$ cat config.mk
export PLATFORM = sky130hd
export DESIGN_NAME = div_issue_queue_flat
export DESIGN_NICKNAME = d
export VERILOG_FILES = /design/src/rtl/div_issue_queue_if.sv /design/src/rtl/div_issue_queue.sv /design/src/flat_wrapper.sv
export SDC_FILE = /design/constraint.sdc
export NUM_CORES = 1
export LEC_CHECK = 0
export CAP_MARGIN = 20
export CORE_AREA = 4 4 231 233
export CTS_CLUSTER_SIZE = 24
export DETAILED_ROUTE_END_ITERATION = 16
export DIE_AREA = 0 0 235 237
export MAX_ROUTING_LAYER = met4
export PLACE_DENSITY = 0.65
export SETUP_SLACK_MARGIN = 0.2
export SYNTH_ARGS = -nofsm -noshare
export SYNTH_HDL_FRONTEND = slang
export SYNTH_SLANG_ARGS = --single-unit
$ cat constraint.sdc
create_clock -name clk -period 13.8 [get_ports clk]
set_input_delay 2.07 -clock clk [delete_from_list [all_inputs] [get_ports clk]]
set_output_delay 2.07 -clock clk [all_outputs]
set_load 0.02 [all_outputs]
$ cat src/rtl/div_issue_queue_if.sv
// Dispatch, CDB snoop and divider launch signals of the divide reservation station.
// The master side is the surrounding pipeline; the slave side is the queue itself.
interface div_issue_queue_if;
   logic        dispatch_en;
   logic [2:0]  dispatch_funct3;
   logic [5:0]  dispatch_rd_tag;
   logic        rs1_ready;
   logic        rs2_ready;
   logic [31:0] rs1_data;
   logic [31:0] rs2_data;
   logic [5:0]  rs1_tag;
   logic [5:0]  rs2_tag;
   logic        cdb_valid;
   logic [5:0]  cdb_tag;
   logic [31:0] cdb_data;
   logic        flush;
   logic        div_busy;
   logic        queue_full;
   logic        queue_en;
   logic [31:0] div_op1;
   logic [31:0] div_op2;
   logic [2:0]  div_funct3;
   logic [5:0]  div_tag;
   logic        div_tag_valid;

   modport master (
      output dispatch_en, dispatch_funct3, dispatch_rd_tag,
             rs1_ready, rs2_ready, rs1_data, rs2_data, rs1_tag, rs2_tag,
             cdb_valid, cdb_tag, cdb_data, flush, div_busy,
      input  queue_full, queue_en, div_op1, div_op2, div_funct3, div_tag, div_tag_valid
   );

   modport slave (
      input  dispatch_en, dispatch_funct3, dispatch_rd_tag,
             rs1_ready, rs2_ready, rs1_data, rs2_data, rs1_tag, rs2_tag,
             cdb_valid, cdb_tag, cdb_data, flush, div_busy,
      output queue_full, queue_en, div_op1, div_op2, div_funct3, div_tag, div_tag_valid
   );
endinterface

$ cat src/rtl/div_issue_queue.sv
// Age-ordered reservation station for the divide unit: captures operands off the CDB,
// issues the oldest ready entry and paces launches to the divider's 7-cycle occupancy.
module div_issue_queue #(
   parameter int DEPTH = 4
) (
   input logic              clk,
   input logic              rst,
   div_issue_queue_if.slave bus
);
   localparam int IW = (DEPTH > 1) ? $clog2(DEPTH) : 1;
   localparam int CW = $clog2(DEPTH + 1);

   typedef struct packed {
      logic        valid;
      logic [2:0]  funct3;
      logic [5:0]  rd_tag;
      logic        rs1_ready;
      logic [5:0]  rs1_tag;
      logic [31:0] rs1_data;
      logic        rs2_ready;
      logic [5:0]  rs2_tag;
      logic [31:0] rs2_data;
   } entry_t;

   entry_t        q     [DEPTH];
   entry_t        q_snp [DEPTH];
   entry_t        q_nxt [DEPTH];
   entry_t        new_entry;
   logic [2:0]    holdoff;
   logic [2:0]    holdoff_nxt;
   logic [CW-1:0] count;
   logic [CW-1:0] wr_idx;
   logic [IW-1:0] sel_idx;
   logic          sel_found;
   logic          issue;
   logic          accept;
   logic          full;

   // Entries stay packed from index 0, so occupancy is just the number of valid bits.
   always_comb begin
      count = '0;
      for (int i = 0; i < DEPTH; i++)
         if (q[i].valid) count = count + CW'(1);
   end

   assign full = (count == CW'(DEPTH));

   always_comb begin
      sel_idx   = '0;
      sel_found = 1'b0;
      for (int i = DEPTH - 1; i >= 0; i--) begin
         if (q[i].valid && q[i].rs1_ready && q[i].rs2_ready) begin
            sel_idx   = IW'(i);
            sel_found = 1'b1;
         end
      end
   end

   assign issue  = sel_found && (holdoff == 3'd0) && !bus.div_busy && !bus.flush;
   assign accept = bus.dispatch_en && !full && !bus.flush;
   assign wr_idx = issue ? (count - CW'(1)) : count;

   always_comb begin
      new_entry           = '0;
      new_entry.valid     = 1'b1;
      new_entry.funct3    = bus.dispatch_funct3;
      new_entry.rd_tag    = bus.dispatch_rd_tag;
      new_entry.rs1_tag   = bus.rs1_tag;
      new_entry.rs2_tag   = bus.rs2_tag;
      new_entry.rs1_ready = bus.rs1_ready;
      new_entry.rs2_ready = bus.rs2_ready;
      new_entry.rs1_data  = bus.rs1_data;
      new_entry.rs2_data  = bus.rs2_data;
      if (!bus.rs1_ready && bus.cdb_valid && (bus.cdb_tag == bus.rs1_tag)) begin
         new_entry.rs1_ready = 1'b1;
         new_entry.rs1_data  = bus.cdb_data;
      end
      if (!bus.rs2_ready && bus.cdb_valid && (bus.cdb_tag == bus.rs2_tag)) begin
         new_entry.rs2_ready = 1'b1;
         new_entry.rs2_data  = bus.cdb_data;
      end
   end

   always_comb begin
      for (int i = 0; i < DEPTH; i++) begin
         q_snp[i] = q[i];
         if (q[i].valid && !q[i].rs1_ready && bus.cdb_valid && (bus.cdb_tag == q[i].rs1_tag)) begin
            q_snp[i].rs1_ready = 1'b1;
            q_snp[i].rs1_data  = bus.cdb_data;
         end
         if (q[i].valid && !q[i].rs2_ready && bus.cdb_valid && (bus.cdb_tag == q[i].rs2_tag)) begin
            q_snp[i].rs2_ready = 1'b1;
            q_snp[i].rs2_data  = bus.cdb_data;
         end
      end
   end

   // Removal shifts everything above the issued slot down; dispatch lands just past the survivors.
   always_comb begin
      for (int i = 0; i < DEPTH - 1; i++)
         q_nxt[i] = (issue && (i >= int'(sel_idx))) ? q_snp[i + 1] : q_snp[i];
      q_nxt[DEPTH - 1] = issue ? '0 : q_snp[DEPTH - 1];
      if (accept) begin
         for (int i = 0; i < DEPTH; i++)
            if (CW'(i) == wr_idx) q_nxt[i] = new_entry;
      end
      if (bus.flush) begin
         for (int i = 0; i < DEPTH; i++) q_nxt[i] = '0;
      end
   end

   // Holdoff survives flush: an already launched divide keeps the divider occupied.
   always_comb begin
      holdoff_nxt = holdoff;
      if (issue)
         holdoff_nxt = 3'd6;
      else if (holdoff != 3'd0)
         holdoff_nxt = holdoff - 3'd1;
   end

   always_ff @(posedge clk or posedge rst) begin
      if (rst) begin
         for (int i = 0; i < DEPTH; i++) q[i] <= '0;
         holdoff <= 3'd0;
      end else begin
         q       <= q_nxt;
         holdoff <= holdoff_nxt;
      end
   end

   always_comb begin
      bus.queue_en      = 1'b0;
      bus.div_tag_valid = 1'b0;
      bus.div_op1       = '0;
      bus.div_op2       = '0;
      bus.div_funct3    = '0;
      bus.div_tag       = '0;
      if (issue) begin
         bus.queue_en      = 1'b1;
         bus.div_tag_valid = 1'b1;
         bus.div_op1       = q[sel_idx].rs1_data;
         bus.div_op2       = q[sel_idx].rs2_data;
         bus.div_funct3    = q[sel_idx].funct3;
         bus.div_tag       = q[sel_idx].rd_tag;
      end
   end

   assign bus.queue_full = full;
endmodule

$ cat src/flat_wrapper.sv
// flat-port wrapper written by rule: the top's interface ports become plain ports
module div_issue_queue_flat 
#(
   parameter int DEPTH = 4
)
  (clk, rst, bus_dispatch_en, bus_dispatch_funct3, bus_dispatch_rd_tag, bus_rs1_ready, bus_rs2_ready, bus_rs1_data, bus_rs2_data, bus_rs1_tag, bus_rs2_tag, bus_cdb_valid, bus_cdb_tag, bus_cdb_data, bus_flush, bus_div_busy, bus_queue_full, bus_queue_en, bus_div_op1, bus_div_op2, bus_div_funct3, bus_div_tag, bus_div_tag_valid);
  div_issue_queue_if bus_i ();
  input logic clk;
  input logic rst;
  input wire logic [$bits(bus_i.dispatch_en)-1:0] bus_dispatch_en;
  input wire logic [$bits(bus_i.dispatch_funct3)-1:0] bus_dispatch_funct3;
  input wire logic [$bits(bus_i.dispatch_rd_tag)-1:0] bus_dispatch_rd_tag;
  input wire logic [$bits(bus_i.rs1_ready)-1:0] bus_rs1_ready;
  input wire logic [$bits(bus_i.rs2_ready)-1:0] bus_rs2_ready;
  input wire logic [$bits(bus_i.rs1_data)-1:0] bus_rs1_data;
  input wire logic [$bits(bus_i.rs2_data)-1:0] bus_rs2_data;
  input wire logic [$bits(bus_i.rs1_tag)-1:0] bus_rs1_tag;
  input wire logic [$bits(bus_i.rs2_tag)-1:0] bus_rs2_tag;
  input wire logic [$bits(bus_i.cdb_valid)-1:0] bus_cdb_valid;
  input wire logic [$bits(bus_i.cdb_tag)-1:0] bus_cdb_tag;
  input wire logic [$bits(bus_i.cdb_data)-1:0] bus_cdb_data;
  input wire logic [$bits(bus_i.flush)-1:0] bus_flush;
  input wire logic [$bits(bus_i.div_busy)-1:0] bus_div_busy;
  output wire logic [$bits(bus_i.queue_full)-1:0] bus_queue_full;
  output wire logic [$bits(bus_i.queue_en)-1:0] bus_queue_en;
  output wire logic [$bits(bus_i.div_op1)-1:0] bus_div_op1;
  output wire logic [$bits(bus_i.div_op2)-1:0] bus_div_op2;
  output wire logic [$bits(bus_i.div_funct3)-1:0] bus_div_funct3;
  output wire logic [$bits(bus_i.div_tag)-1:0] bus_div_tag;
  output wire logic [$bits(bus_i.div_tag_valid)-1:0] bus_div_tag_valid;
  assign bus_i.dispatch_en = bus_dispatch_en;
  assign bus_i.dispatch_funct3 = bus_dispatch_funct3;
  assign bus_i.dispatch_rd_tag = bus_dispatch_rd_tag;
  assign bus_i.rs1_ready = bus_rs1_ready;
  assign bus_i.rs2_ready = bus_rs2_ready;
  assign bus_i.rs1_data = bus_rs1_data;
  assign bus_i.rs2_data = bus_rs2_data;
  assign bus_i.rs1_tag = bus_rs1_tag;
  assign bus_i.rs2_tag = bus_rs2_tag;
  assign bus_i.cdb_valid = bus_cdb_valid;
  assign bus_i.cdb_tag = bus_cdb_tag;
  assign bus_i.cdb_data = bus_cdb_data;
  assign bus_i.flush = bus_flush;
  assign bus_i.div_busy = bus_div_busy;
  assign bus_queue_full = bus_i.queue_full;
  assign bus_queue_en = bus_i.queue_en;
  assign bus_div_op1 = bus_i.div_op1;
  assign bus_div_op2 = bus_i.div_op2;
  assign bus_div_funct3 = bus_i.div_funct3;
  assign bus_div_tag = bus_i.div_tag;
  assign bus_div_tag_valid = bus_i.div_tag_valid;
  div_issue_queue #(.DEPTH(DEPTH)) u_core (.clk(clk), .rst(rst), .bus(bus_i));
endmodule
== After elaboration in Yosys (flattened, before gate mapping) ==
Cells that the tools add are included.
Operators by class
  magnitude comparators: 4
  add/sub/neg operators: 5
  multiplexer cells: 53
  reductions and logical operators: 61
  bitwise gates (word level): 1
  equality and inequality tests: 14
Operators by type and width (count)
  $mux W352: 2
  $mux W88: 8
  $mux W32: 12
  $bmux W88 S2: 1
  $mux W87: 2
  $eq A6 B6 Y1: 10
  $logic_and A1 B1 Y1: 44
  $mux W3: 7
  $mux W1: 16
  $logic_not A1 Y1: 13
  $mux W2: 4
  $add A3 B1 Y3 const B: 2
  $eq A2 B3 Y1 const A: 2
  $logic_not A3 Y1: 2
  $mux W6: 1
  $sub A3 B1 Y3 const B: 2
  $ge A1 B2 Y1 const A: 2
  $eq A1 B3 Y1 const A: 1
  $eq A3 B3 Y1 const B: 1
  $ge A3 B3 Y1 const B: 1
  $not A2 Y3: 1
  $reduce_bool A3 Y1: 1
  $add A1 B1 Y2 const B: 1
  $ge A2 B2 Y1 const A: 1
  $reduce_bool A2 Y1: 1
Word-level totals
  register bits after elaboration: 355
  input port bits: 131
  logic and storage cells: 175
  output and inout port bits: 76

== Longest topological paths before layout ==
  depth in word-level cells: 14
  gate-level depth with buffers: 16
  depth with buffers taken out: 13

== Worst setup path before layout ==
No wires, ideal clock.
  path kind: input-to-output
  start point: in bus_flush
  end point: out bus_queue_en
  arrival time: 3.968 ns
  path slack: 7.762 ns
  stages: 8
  path buffers: 5
  data required time: 11.730 ns
  path through: clkbuf_1 > or4b_1 > buf_2 > a41o_4 > clkinv_2 > clkbuf_1 > clkbuf_1 > buf_4
On the way
  word-level cells in the longest chain between the ends: 3
Ends and longest elaborated chain
  start: declaration: RTL line flat_wrapper.sv:22  | input wire logic [$bits(bus_i.flush)-1:0] bus_flush;
  $logic_not A1 Y1: RTL line div_issue_queue.sv:59  | assign issue = sel_found && (holdoff == 3'd0) && !bus.div_busy && !bus.flush;
  $logic_and A1 B1 Y1: RTL line div_issue_queue.sv:59
  $mux W1
  end: declaration: RTL line flat_wrapper.sv:25  | output wire logic [$bits(bus_i.queue_en)-1:0] bus_queue_en;
Every way passes these cells.

== Final worst setup path ==
  start point: in bus_div_busy
  end point: out bus_queue_en
On the way
  word-level cells in the longest chain between the ends: 4
Ends and longest elaborated chain
  start: declaration: RTL line flat_wrapper.sv:23  | input wire logic [$bits(bus_i.div_busy)-1:0] bus_div_busy;
  $logic_not A1 Y1: RTL line div_issue_queue.sv:59
  $logic_and A1 B1 Y1 (2 in a row): RTL line div_issue_queue.sv:59
  $mux W1: RTL line div_issue_queue.sv:138  | if (issue) begin
Every way passes these cells.

==> flow_summary.toml <==
[outcome]
status = "finished clean"

[final_layout]
nNetsFinal = 2701
multiInputGateArea_um2 = 12760
layout-drive-gt1-share_pct = 8.982
antenna_cells = 0
ff_latch_area_um2 = 8884
final_area_um2 = 26380
post-route-util_pct = 51.52
fillerInstances = 4671
area_delta_synth_final_pct = 15.61

[worst_setup_path]
path_cells = "clkdlybuf4s50_1, or4b_1, a41o_4, clkinv_2, buf_4, clkdlybuf4s50_1"
cp_num_buf_inv = 4
r2r-start = "u_core.q[263]"
reg2reg_to = "u_core.q[319]"
worst_setup_path_start_kind = "input pin"
cp_max_fo = 45
critPathSlowestCell = "clkdlybuf4s50_1"
r2r_slack_ns = 8.34
crit_required_ns = 11.73
path_class = "in2out"
endpoint_kind = "primary output"
cp_common_cell = "clkdlybuf4s50_1"
crit_arrival_ns = 5.47
r2r_cells = 15
path_delay_family = "buffers and inverters"
cp_slowest_stage_delay_ns = 0.72

[logic_synthesis]
synth.top_cells.by_area = "dfrtp_1 (39%), a211oi_1 (10%), mux2i_1 (7.2%)"
yosys_warnings = 0
yosysSeqAreaShare_pct = 38.94
syn_avg_cell_area_um2 = 8.908
netlist_area_um2 = 22810
ys_async_sr_fraction_pct = 100.0
synthDistinctLibCells = 53
synth_ff_type = "dfrtp_1"
yosysTopAreaCell = "dfrtp_1"
synth-seq-cells = 355
synth.top_cell.area_share_pct = 38.94
syn-instance-count = 2561
synth-edff-count = 0
syn-num-nets = 2699

[floorplan]
initial_core_util_pct = 44.56
row_count = 83
io_pins = 207
die_w_um = 235
core_um2 = 51200
dieArea_um2 = 55700
die_h_um = 237

[global_route]
grt_max_degree = 220
track_usage_pct = 29.70
busiest_layer = "met2"
gr-usage-met3_pct = 5.730
first_global_vias = 21686
met1_usage_pct = 38.91
met2_usage_pct = 45.84
grt-ovfl-total = 0
antenna_found_initial = 0
grt_pass1_wl_mm = 129.3

[worst_hold_path]
hold_path_startpoint = "u_core.holdoff[1]"
min_path_cells = 2
hold_class = "reg2reg"
hold_path_end = "u_core.holdoff[1]"

[place]
globalplace.congestion = 0.8343
numPortBuffers = 206
hpwl_mm = 47.67
post_dp_cell_area_um2 = 24950

[timing]
setup_tns_ns = 0
setup_violations = 0
rsz0062_at_grt = "false"
hold_viol = 0
clock.fmax_mhz = 132.6
post-route-period-util_pct = 54.63
slew_headroom_pct = 19.03
tightest_slew_ns = 1.215
hold_ws_ns = 0.5308
worst_clock_skew_ns = 0.02145
report.final.slew_viol_count = 0
fin_crit_ns = 7.539

[clocking]
cts_hold_buf = 0
worstSkewPairLatency_ns = 0.58
postCtsSetupBuffers = 0
clkSinkCount = 355
cts_max_path_buffers = 3
cts_buffers = 41
cts_tree = "built"
clkSlewWorstSetupHoldPaths_ns = 0.06
cts_resized = 0
cts.htree.levels = 2
root_buffer = "clkbuf_16"

[route]
drt_pass1_iterations = 8
vias = 21615
antenna_left = 0
wl_per_cell_um = 25.77
vias_per_cell = 6.602
drc = 0
drt-total-wl_mm = 84.36
drtIter0Drc = 2656

[pwr]
ir_drop_mv = 0.08847
p_leak_uw = 0.009511
p_total_uw = 2562
p_per_area_nw_per_um2 = 97.14

[run]
max_cap_violations = 0
[cell usage after synthesis, types with 7 or more instances]
library cell and n:
a311oi_1 42, buf_6 7, o21ai_0 83, nor2b_1 77
ha_1 7, buf_2 64, mux2_2 66, xor2_1 15
o211ai_1 33, nand4_1 9, buf_4 16, nor2_1 241
a211oi_1 307, clkbuf_1 202, nand2_1 236, a211oi_2 20
nor4_1 8, a21oi_1 210, o22a_1 96, nor3_1 8
inv_1 7, or3_1 67, dfrtp_1 355, mux2i_1 163
xnor2_1 49, nand3_1 20, a22oi_1 96
[flip-flops by register name (all words and copies together), names as in the netlist]
name	flops
u_core.q	352
u_core.holdoff	3
[final cells by class]
class	count	area share (%)
inverters	8	0.1471
clock inverters	9	0.4696
clock buffers	65	4.734
well taps	680	3.226
flip-flops and latches	355	33.68
multi-input cells	1904	48.37
repair buffers	253	9.373
[where the power goes]
| part | switching [µW] | internal (µW) | total [µW] |
|---|---|---|---|
| Clock | 466 | 675 | 1140 |
| Sequential | 28.0 | 1080 | 1110 |
| Combinational | 186 | 125 | 311 |
[worst reg2reg max path: stages, from the launching register on]
cell and delay, ns:
dfrtp_1 0.52, inv_1 0.11, ha_1 0.35, xnor2_1 0.24
inv_1 0.07, ha_1 0.26, nand2b_1 0.09, o31ai_1 0.13
ha_1 0.25, ha_1 0.35, nor3_4 0.09, o211ai_4 0.83
buf_4 0.80, buf_4 0.87, nor2_1 0.12, a211oi_1 0.29
[kinds of logic after synthesis]
family                   after synthesis  share of synthesized area [%]
AO/OA/AOI/OAI                        911                          28.13
XOR/XNOR                              64                          2.457
adder cells (fa/ha/maj)                7                         0.3839
buffers and inverters                302                          5.819
flip-flops                           355                          38.94
multiplexers                         230                          10.47
AND/OR/NAND/NOR                      692                          13.80
[cells in the final DEF (no fill, tap or decap), types with 7 or more instances in the layout]
cell type	Yosys	layout
or3_1	67	67
clkbuf_8	0	9
nor3_1	8	8
a211oi_1	307	307
o211ai_1	33	33
xor2_1	15	15
clkbuf_1	202	13
nand2_1	236	235
nor2_1	241	235
mux2i_1	163	162
ha_1	7	7
clkbuf_16	0	43
a22oi_1	96	96
xnor2_1	49	49
dfrtp_1	355	355
mux2_2	66	66
nand4_1	9	9
a21oi_1	210	206
o21ai_0	83	82
clkdlybuf4s50_1	0	205
a211oi_2	20	20
o22a_1	96	96
nand3_1	20	20
a311oi_1	42	42
nor2b_1	77	76
buf_4	16	44
[metal layers]
metal  vias to the layer above  wire length (µm)  part of all wire [%]
met5                         -                 0                     0
met4                         0              2940                   3.5
met3                       238              7700                   9.1
met2                      1228             38750                    46
met1                     10701             34970                    41
li1                       9448                 -                     -
[metrics by stage]
stage	setup slack, ns	instances
floorplan	1.881	2561
global placement	6.289	3198
detailed placement	6.289	3198
CTS	6.267	3272
global route	6.124	3274
finish	6.261	3274
[worst max-delay path by stage]
stage | start | end | slack (ns) | depth (start not counted)
after floorplan | rst | u_core.holdoff[0] | 1.88 | 1
after global placement | bus_div_busy | bus_div_tag_valid | 6.29 | 6
after detailed placement | bus_div_busy | bus_queue_en | 6.29 | 6
after CTS | bus_div_busy | bus_queue_en | 6.27 | 6
after global routing | bus_div_busy | bus_queue_en | 6.12 | 6
final | bus_div_busy | bus_queue_en | 6.26 | 6
Power figures use the tool's default switching activity.
